**src/rtl/rgb_led_fader.sv**
```systemverilog
// rgb_led_fader: turns an active-low RGB on/off pattern into per-channel PWM
// with programmable brightness and an optional linear cross-fade.
module rgb_led_fader #(
   parameter int PWM_BITS  = 8,
   parameter int STEP_CLKS = 12000
) (
   input  logic                CLK,
   input  logic                RST,
   input  logic [2:0]          LED_IN,
   input  logic [PWM_BITS-1:0] BRIGHT,
   input  logic                FADE_EN,
   output logic [2:0]          LED_OUT,
   output logic                BUSY,
   output logic                PWM_SYNC
);
   localparam int SW = (STEP_CLKS > 1) ? $clog2(STEP_CLKS) : 1;
   localparam logic [PWM_BITS-1:0] PWM_MAX = '1;
   localparam logic [SW-1:0] STEP_LAST = SW'(STEP_CLKS - 1);

   logic [PWM_BITS-1:0] r_pwm_cnt;
   logic [SW-1:0]       r_step_cnt;
   logic                w_step_tick;
   logic [2:0]          w_on;
   logic [2:0]          w_diff;

   assign w_step_tick = r_step_cnt == STEP_LAST;

   always_ff @(posedge CLK) begin
      if (RST) begin
         r_pwm_cnt  <= '0;
         r_step_cnt <= '0;
         LED_OUT    <= 3'b111;
         BUSY       <= 1'b0;
         PWM_SYNC   <= 1'b0;
      end else begin
         r_pwm_cnt  <= r_pwm_cnt + 1'b1;
         r_step_cnt <= w_step_tick ? '0 : r_step_cnt + 1'b1;
         LED_OUT    <= ~w_on;
         BUSY       <= |w_diff;
         PWM_SYNC   <= r_pwm_cnt == '0;
      end
   end

   for (genvar i = 0; i < 3; i++) begin : g_ch
      logic [PWM_BITS-1:0] r_tgt, r_duty, r_act;
      // full scale is forced on so the top duty has no one-clock gap
      assign w_on[i]   = (r_act == PWM_MAX) || (r_pwm_cnt < r_act);
      assign w_diff[i] = r_duty != r_tgt;
      always_ff @(posedge CLK) begin
         if (RST) begin
            r_tgt  <= '0;
            r_duty <= '0;
            r_act  <= '0;
         end else begin
            r_tgt  <= LED_IN[i] ? '0 : BRIGHT;
            r_duty <= !FADE_EN              ? r_tgt :
                      !w_step_tick          ? r_duty :
                      (r_duty < r_tgt)      ? r_duty + 1'b1 :
                      (r_duty > r_tgt)      ? r_duty - 1'b1 : r_duty;
            // latch duty only at the period boundary so each period is uniform
            if (r_pwm_cnt == PWM_MAX) r_act <= r_duty;
         end
      end
   end
endmodule

```
**config.mk**
```make
export PLATFORM = sky130hd
export DESIGN_NAME = rgb_led_fader
export DESIGN_NICKNAME = d
export VERILOG_FILES = /design/src/rtl/rgb_led_fader.sv
export SDC_FILE = /design/constraint.sdc
export NUM_CORES = 1
export LEC_CHECK = 0
export CORE_MARGIN = 4
export CORE_UTILIZATION = 55
export CTS_BUF_LIST = sky130_fd_sc_hd__clkbuf_8
export CTS_CLUSTER_DIAMETER = 60
export DETAILED_ROUTE_END_ITERATION = 16
export GPL_TIMING_DRIVEN = 0
export PLACE_DENSITY_LB_ADDON = 0.05
export SLEW_MARGIN = 5
export SYNTH_ARGS = -nofsm -noshare
export SYNTH_HDL_FRONTEND = slang
export SYNTH_SLANG_ARGS = --single-unit
```
**constraint.sdc**
```tcl
create_clock -name CLK -period 4.16 [get_ports CLK]
set_input_delay 0.416 -clock CLK [delete_from_list [all_inputs] [get_ports CLK]]
set_output_delay 0.416 -clock CLK [all_outputs]
set_load 0.1 [all_outputs]
```
==> out/metrics.cfg, run 1 <==
[place]
placedInstanceArea_um2 = 5969
gp_congestion = 0.8780
place_hpwl_mm = 9.895
pre_cts_slack_ns = 0.5136
port_buffers = 16

[drt]
drc = 0
avgViaCountPerCell = 5.422
vias = 4446
wl_per_cell_um = 15.27
wl_mm = 12.52
dr.pass1.iters = 4
drt-initial-drc-count = 205
antenna_left = 0

[worst_setup_path]
critPathKind = reg2reg
crit_arrival_ns = 4.04
cp-end-kind = flop
crit_fanout = 9
startpoint_type = flop
required_ns = 4.47
r2r_slack_ns = 0.43

[finish]
antennaDiodeCount = 0
post-route-util_pct = 62.52
design_area_um2 = 6167
layout-drive-gt1-share_pct = 4.512
syn2layout_area_growth_pct = 9.290
fin_nets = 768

[clock_tree]
htreeDepth = 3
clk_pin_slew_ns = 0.10
postCtsHoldBufs = 0
post_cts_resize_count = 0
cts_buffer_depth = 2
cts_root_buf = clkbuf_8
numCtsBuffers = 9
cts_setup_buffers = 0
cts_tree = done
cts.sinks = 99
clk_latency_ns = 0.39

[logic_synthesis]
netlist_top_cells_area = dfxtp_1, ha_1, a21oi_1
ys_types = 47
yosysMostFrequentCell = dfxtp_1
yosysWarnings = 0
syn_area_um2 = 5643
synthArstFlopShare_pct = 0
syn_inst = 655
synth.top_cell.area_share_pct = 35.12
avgSynthCellArea_um2 = 8.615
ys_seq_area_share_pct = 35.12
yosysTopAreaCell = dfxtp_1
synthTopCellsByCount = dfxtp_1, ha_1, nand2_1, inv_1, a21oi_1
dominantRegCellSynth = dfxtp_1
ys_seq_elements = 99
synth_fp_nets = 741
synth_edf_count = 0

[sta]
hold_violations = 0
setup_viol = 0
fmax_mhz = 268.3
maxSlewViolCount = 0
min_period_ns = 3.727
tightestPinTransition_ns = 1.233
finalCritPeriodShare_pct = 89.59
fin_skew_ns = 0.008981
relSlewSlack_pct = 16.92
setup_tns_ns = 0
rsz0062_at_grt = no
setup_slack_ns = 0.4329

[pwr]
p_leak_uw = 0.002373
vdd_drop_max_uv = 321.2
powerDensity_nw_per_um2 = 380.3

[grt]
grt_overflow = 0
antenna_found_initial = 0
grt_max_degree = 18
grt_pass1_wl_mm = 21.24
track_usage_pct = 22.83
grt_pass1_vias = 4447

[floorplanning]
die_area_um2 = 11940
fp.dieH_um = 109.3
rows = 36
core_um2 = 9864
ioPinCount = 19
fp.dieW_um = 109.3
initial_utilization_pct = 57.20

[status]
run_status = finished clean

[job]
cap_violations = 0

[hold_path]
hold_path.class = reg2reg

-- logic make-up after synthesis --
kind of cell,Yosys count,synth area share (%)
compound gates,156,18.09
xor+xnor,35,5.432
fa+ha+maj,72,16.36
buf+inv,75,5.210
flops,99,35.12
mux,11,1.951
simple gates,207,17.83
-- where the power goes --
part	internal (µW)	leakage (µW)	total, µW	switching (µW)
Combinational	293	0.00146	677	384
Sequential	988	0.000808	1040	50.2
Clock	282	0.000100	631	349
-- cell usage in the layout (no fill, tap or decap), types with 3 or more instances in the layout --
cell	Yosys	layout
dfxtp_1	99	99
ha_1	69	69
nand2_1	65	65
inv_1	55	55
a21oi_1	53	53
nor2_1	51	51
o21ai_0	28	28
and2_1	25	25
a211oi_1	25	25
xnor2_1	19	19
xor2_1	16	16
clkdlybuf4s50_1	0	16
nand3_1	15	15
clkbuf_1	15	15
nand4_1	14	14
mux2i_1	11	11
a21o_1	10	10
clkbuf_8	0	9
nand2b_1	8	8
o21a_1	7	7
and3_1	5	5
nor3_1	5	5
o22a_1	5	5
o21bai_1	5	5
a211oi_2	5	5
or3_1	4	4
nand4b_1	3	3
buf_1	3	3
a21boi_1	3	3
o21ai_4	3	3
a22oi_1	3	3
o31ai_1	3	3
fa_1	3	3
inv_6	0	3
-- per-stage QoR --
stage / instances / hold WS, ns / power, µW
after floorplan: 655 / 0.4299 / 1575
after global placement: 804 / 0.4426 / 1699
after detailed placement: 804 / 0.4520 / 1729
after CTS: 820 / 0.4652 / 2358
after global routing: 820 / 0.4969 / 2497
final: 820 / 0.4616 / 2345
-- final timing paths --
check / to / startpoint / cells past startpoint
worst max register to register: g_ch[1].r_duty[7] / g_ch[1].r_duty[0] / 12
worst min register to register: g_ch[2].r_act[6] / g_ch[2].r_act[6] / 2
worst min-delay path: g_ch[2].r_act[6] / g_ch[2].r_act[6] / 2
worst max-delay path: g_ch[1].r_duty[7] / g_ch[1].r_duty[0] / 12
-- critical path, cell delays in order, from the launching register on --
cell      delay, ns
dfxtp_1        0.47
inv_1          0.11
ha_1           0.19
nand4b_1       0.15
and3_1         0.16
o21ai_0        0.95
ha_1           0.42
a211oi_1       0.31
o21bai_1       0.15
a211oi_1       0.26
o21bai_1       0.12
xnor2_1        0.16
o31ai_1        0.19
-- routing by layer --
metal | track usage (%) | up-vias | part of all wire, %
met3 | 5.167 | 12 | 4.2
met1 | 28.97 | 2045 | 47
li1 | - | 2327 | -
met4 | 5.877 | 0 | 1.4
met2 | 39.30 | 62 | 47
met5 | 0 | - | 0
-- flip-flops by register name (all words and copies together) (netlist names) --
signal / flops
r_pwm_cnt: 8
PWM_SYNC: 1
g_ch.r_act: 24
r_step_cnt: 14
g_ch.r_duty: 24
BUSY: 1
LED_OUT: 3
g_ch.r_tgt: 24
-- cell type report --
| cell class | instances | area (µm²) |
|---|---|---|
| Clock inverter | 7 | 73.82 |
| Multi-Input combinational cell | 481 | 3367 |
| Inverter | 55 | 206.4 |
| Timing Repair Buffer | 16 | 160.2 |
| Fill cell | 881 | 3697 |
| Tap cell | 133 | 166.4 |
| Sequential cell | 99 | 1982 |
| Clock buffer | 9 | 123.9 |
| Buffer | 20 | 87.58 |
Power figures use the tool's default switching activity.
==> run 2: changes to the inputs <==
--- a/config.mk
+++ b/config.mk
@@ -6,12 +6,13 @@
 export NUM_CORES = 1
 export LEC_CHECK = 0
 export CORE_MARGIN = 4
-export CORE_UTILIZATION = 55
+export CORE_UTILIZATION = 50
 export CTS_BUF_LIST = sky130_fd_sc_hd__clkbuf_8
 export CTS_CLUSTER_DIAMETER = 60
 export DETAILED_ROUTE_END_ITERATION = 16
 export GPL_TIMING_DRIVEN = 0
 export PLACE_DENSITY_LB_ADDON = 0.05
+export SKIP_CTS_REPAIR_TIMING = 1
 export SLEW_MARGIN = 5
 export SYNTH_ARGS = -nofsm -noshare
 export SYNTH_HDL_FRONTEND = slang
==> out/metrics.cfg, run 2 (same netlist as run 1, synthesis figures left out) <==
[drt]
dr.pass1.iters = 5
wl_per_cell_um = 15.00
drt-initial-drc-count = 213
drc = 0
vias = 4482
antenna_left = 0
avgViaCountPerCell = 5.420
wl_mm = 12.40

[finish]
antennaDiodeCount = 0
layout_common_cells = dfxtp_1, ha_1, nand2_1
layout-drive-gt1-share_pct = 4.367
final_common_cell = dfxtp_1
layout.cells.non_filler = 827
syn2layout_area_growth_pct = 9.357
top_regs = g_ch.r_act: 24 flops, g_ch.r_duty: 24 flops, g_ch.r_tgt: 24 flops
fin_nets = 768
post-route-util_pct = 56.43

[floorplanning]
core_um2 = 10940
ioPinCount = 19
die_area_um2 = 13050
initial_utilization_pct = 51.60
fp.dieW_um = 114.2
rows = 38
fp.dieH_um = 114.2

[clock_tree]
numCtsBuffers = 9
clk_latency_ns = 0.38
htreeDepth = 3
cts_buffer_depth = 2
cts_root_buf = clkbuf_8
cts.sinks = 99
clk_pin_slew_ns = 0.10
cts_tree = done

[grt]
top_usage_layer = met2
met2_usage_pct = 31.77
track_usage_pct = 20.07
grt_pass1_vias = 4316
grt_pass1_wl_mm = 20.80
grtUsageMet1_pct = 26.76
grt_overflow = 0
grt_use_met3_pct = 3.753
grt_max_degree = 17
antenna_found_initial = 0

[place]
port_buffers = 16
gp_congestion = 0.9215
place_inst = 811
pre_cts_slack_ns = 0.4795
place_hpwl_mm = 9.773

[pwr]
p_leak_uw = 0.002374
powerDensity_nw_per_um2 = 377.4
vdd_drop_max_uv = 257.1

[sta]
rsz0062_at_grt = no
hold_violations = 0
setup_slack_ns = 0.4858
fin_skew_ns = 0.01142
whs_ns = 0.4678
setup_viol = 0
tightestPinTransition_ns = 1.208
relSlewSlack_pct = 18.64
maxSlewViolCount = 0
fmax_mhz = 272.2
setup_tns_ns = 0
finalCritPeriodShare_pct = 88.32
min_period_ns = 3.674

[worst_setup_path]
cp-end-kind = flop
slowest_delay_ns = 0.93
crit_buf_inv = 1
r2r_end = g_ch[1].r_duty[7]
startpoint_type = flop
cp_top_family = compound AO/OA/AOI/OAI gates
required_ns = 4.43
r2r_slack_ns = 0.49
reg2reg_depth = 12
crit_path_top_delay_cell = o21ai_0
crit_arrival_ns = 3.94
r2r-start = g_ch[1].r_duty[0]
crit_chain = inv_1 > ha_1 > nand4b_1 > and3_1 > o21ai_0 > ha_1 > a211oi_1 > o21bai_1 > a211oi_1 > o21bai_1 > xnor2_1 > o31ai_1
crit_fanout = 9
critPathKind = reg2reg

[job]
cap_violations = 0

[hold_path]
hold_depth = 1
min_to = r_step_cnt[0]
worstHoldStart = r_step_cnt[0]
hold_path.class = reg2reg

[status]
run_status = finished clean

[run 2: cell types whose count changed in the layout (fill, tap and decap cells not counted)]
| cell | change |
|---|---|
| clkinv_4 | +1 |
| inv_1 | +1 |
| inv_6 | -2 |
[run 2: stage by stage]
stage | area [µm²] | power, µW
finish | 6171 | 2329
global route | 6171 | 2479
CTS | 6171 | 2353
detailed placement | 5978 | 1725
global placement | 5978 | 1706
floorplan | 5643 | 1575
[run 2: layer usage]
| metal | routed length [µm] | vias to the layer above |
|---|---|---|
| li1 | - | 2334 |
| met1 | 6031 | 2061 |
| met2 | 5625 | 64 |
| met3 | 444 | 23 |
| met4 | 303 | 0 |
| met5 | 0 | - |
[run 2: layout make-up]
| class | count | area [µm²] |
|---|---|---|
| Sequential cell | 99 | 1982 |
| Multi-Input combinational cell | 481 | 3367 |
| Inverter | 55 | 206.4 |
| Timing Repair Buffer | 16 | 160.2 |
| Fill cell | 1051 | 4765 |
| Tap cell | 140 | 175.2 |
| Buffer | 20 | 87.58 |
| Clock inverter | 7 | 68.82 |
| Clock buffer | 9 | 123.9 |
[run 2: worst max path at each step]
stage                      startpoint           endpoint  slack (ns)  depth (start not counted)
floorplan           g_ch[1].r_duty[0]  g_ch[1].r_duty[7]        1.11                         12
global placement    g_ch[1].r_duty[0]  g_ch[1].r_duty[7]        0.62                         12
detailed placement  g_ch[1].r_duty[0]  g_ch[1].r_duty[7]        0.48                         12
CTS                 g_ch[1].r_duty[0]  g_ch[1].r_duty[7]        0.47                         12
global route        g_ch[1].r_duty[0]  g_ch[1].r_duty[7]        0.12                         12
finish              g_ch[1].r_duty[0]  g_ch[1].r_duty[7]        0.49                         12
[run 2: report_power, final]
part | switching [µW] | internal [µW]
Sequential | 49.2 | 988
Clock | 342 | 277
Combinational | 381 | 292
[run 2: worst reg2reg max path: stages (launching register included)]
cell,delay (ns)
dfxtp_1,0.45
inv_1,0.11
ha_1,0.18
nand4b_1,0.16
and3_1,0.16
o21ai_0,0.93
ha_1,0.41
a211oi_1,0.33
o21bai_1,0.15
a211oi_1,0.25
o21bai_1,0.12
xnor2_1,0.22
o31ai_1,0.09
==> run 3: changes to the inputs <==
--- a/config.mk
+++ b/config.mk
@@ -6,7 +6,7 @@
 export NUM_CORES = 1
 export LEC_CHECK = 0
 export CORE_MARGIN = 4
-export CORE_UTILIZATION = 50
+export CORE_UTILIZATION = 64
 export CTS_BUF_LIST = sky130_fd_sc_hd__clkbuf_8
 export CTS_CLUSTER_DIAMETER = 60
 export DETAILED_ROUTE_END_ITERATION = 16
==> out/metrics.cfg, run 3 (same netlist as run 1, synthesis figures left out) <==
[floorplanning]
core_um2 = 8382
initial_utilization_pct = 67.32
die_area_um2 = 10380
rows = 33
fp.dieH_um = 101.9
fp.dieW_um = 101.9
ioPinCount = 19

[drt]
route.met3.wl_um = 553
dr.pass1.iters = 5
wl_mm = 12.32
vias = 4567
wl_per_cell_um = 15.55
drc = 0
drt-initial-drc-count = 242
antenna_left = 0
met1_length_mm = 5.690
avgViaCountPerCell = 5.766
wl_met2_mm = 5.876
top_layer = met4

[hold_path]
hold_path.class = reg2reg

[finish]
design_area_um2 = 6140
final_common_cell = dfxtp_1
syn2layout_area_growth_pct = 8.803
layout-drive-gt1-share_pct = 4.512
top_regs = g_ch.r_act: 24 flops, g_ch.r_duty: 24 flops, g_ch.r_tgt: 24 flops
fin_nets = 768
layout_common_cells = dfxtp_1, ha_1, nand2_1
antennaDiodeCount = 0
nFillCells = 659

[pwr]
share_comb_of_total_power_pct = 28.8
p_int_uw = 1571
switching_share_pct = 33.54
vdd_drop_max_uv = 264.3
p_switching_uw = 792.6
seqPwrFrac_pct = 43.9
powerDensity_nw_per_um2 = 384.9
p_leak_uw = 0.002374
clkPwrFrac_pct = 27.3

[place]
port_buffers = 16
gp_congestion = 0.9173
placedInstanceArea_um2 = 5934
place_hpwl_mm = 9.636

[worst_setup_path]
startpoint_type = flop
cp-end-kind = flop
crit_arrival_ns = 3.97
reg2reg_depth = 12
critPathKind = reg2reg
r2r_slack_ns = 0.48
startpoint = g_ch[1].r_duty[0]
r2r-start = g_ch[1].r_duty[0]
r2r_end = g_ch[1].r_duty[7]
endpoint = g_ch[1].r_duty[7]
crit_fanout = 9
required_ns = 4.45

[grt]
grt_pass1_vias = 4445
antenna_found_initial = 0
grt_pass1_wl_mm = 20.91
track_usage_pct = 25.39
grt_max_degree = 19
grt_overflow = 0

[clock_tree]
cts_root_buf = clkbuf_8
cts.sinks = 99
numCtsBuffers = 9
clk_latency_ns = 0.37
cts_buffer_depth = 2
cts_tree = done
htreeDepth = 3
clk_pin_slew_ns = 0.10

[sta]
rsz0062_at_grt = no
maxSlewViolCount = 0
finalCritPeriodShare_pct = 88.40
fin_skew_ns = 0.01716
tightestPinTransition_ns = 1.172
relSlewSlack_pct = 21.06
whs_ns = 0.4714
min_period_ns = 3.678
fmax_mhz = 271.9
setup_viol = 0
setup_tns_ns = 0
hold_violations = 0

[status]
run_status = finished clean

[job]
cap_violations = 0

-- run 3: cell types whose count changed in the layout (fill, tap and decap cells not counted) --
cell      change
inv_1         -1
inv_6         +3
clkinv_2      -2
-- run 3: worst min-delay path by stage --
| stage | startpoint | endpoint | slack, ns | depth (start not counted) |
|---|---|---|---|---|
| 2_1_floorplan | r_step_cnt[0] | r_step_cnt[0] | 0.43 | 1 |
| 3_3_place_gp | r_step_cnt[0] | r_step_cnt[0] | 0.44 | 1 |
| 3_5_place_dp | r_step_cnt[0] | r_step_cnt[0] | 0.45 | 1 |
| 4_1_cts | g_ch[0].r_tgt[6] | g_ch[0].r_duty[6] | 0.47 | 2 |
| 5_1_grt | g_ch[0].r_tgt[6] | g_ch[0].r_duty[6] | 0.50 | 2 |
| 6_report | g_ch[0].r_tgt[6] | g_ch[0].r_duty[6] | 0.47 | 2 |
-- run 3: worst max-delay path, stage by stage, from the launching register on --
cell      delay (ns)
dfxtp_1         0.46
inv_1           0.11
ha_1            0.20
nand4b_1        0.18
and3_1          0.17
o21ai_0         0.90
ha_1            0.42
a211oi_1        0.32
o21bai_1        0.15
a211oi_1        0.26
o21bai_1        0.11
xnor2_1         0.15
o31ai_1         0.19
-- run 3: metal layers --
layer	GRT usage, %	vias up
met5	0	-
met4	7.770	0
met3	3.891	21
met2	43.61	104
met1	33.08	2120
li1	-	2322
-- run 3: through the flow --
| stage | power (µW) | util (%) | instances | setup slack (ns) |
|---|---|---|---|---|
| floorplan | 1575 | - | 655 | 1.111 |
| global placement | 1694 | 70.80 | 776 | 0.6869 |
| detailed placement | 1726 | 70.80 | 776 | 0.5682 |
| CTS | 2362 | 73.25 | 792 | 0.5280 |
| global route | 2505 | 73.25 | 792 | 0.1517 |
| finish | 2363 | 73.25 | 792 | 0.4824 |
-- run 3: power by group through the flow --
stage | sequential, µW | clock, µW | combinational, µW
2_1_floorplan | 1070 | 0 | 502
3_3_place_gp | 1060 | 0 | 637
3_5_place_dp | 1060 | 0 | 668
4_1_cts | 1040 | 653 | 673
5_1_grt | 1040 | 700 | 761
6_report | 1040 | 644 | 681
-- run 3: final cells by class --
class	instances	area (µm²)	share of cell area, %
multi-input combinational	481	3367	54.84
sequential	99	1982	32.28
inverter	55	206.4	3.363
timing repair buffer	16	160.2	2.609
tap	105	131.4	2.140
clock buffer	9	123.9	2.018
buffer	20	87.58	1.427
clock inverter	7	81.33	1.325
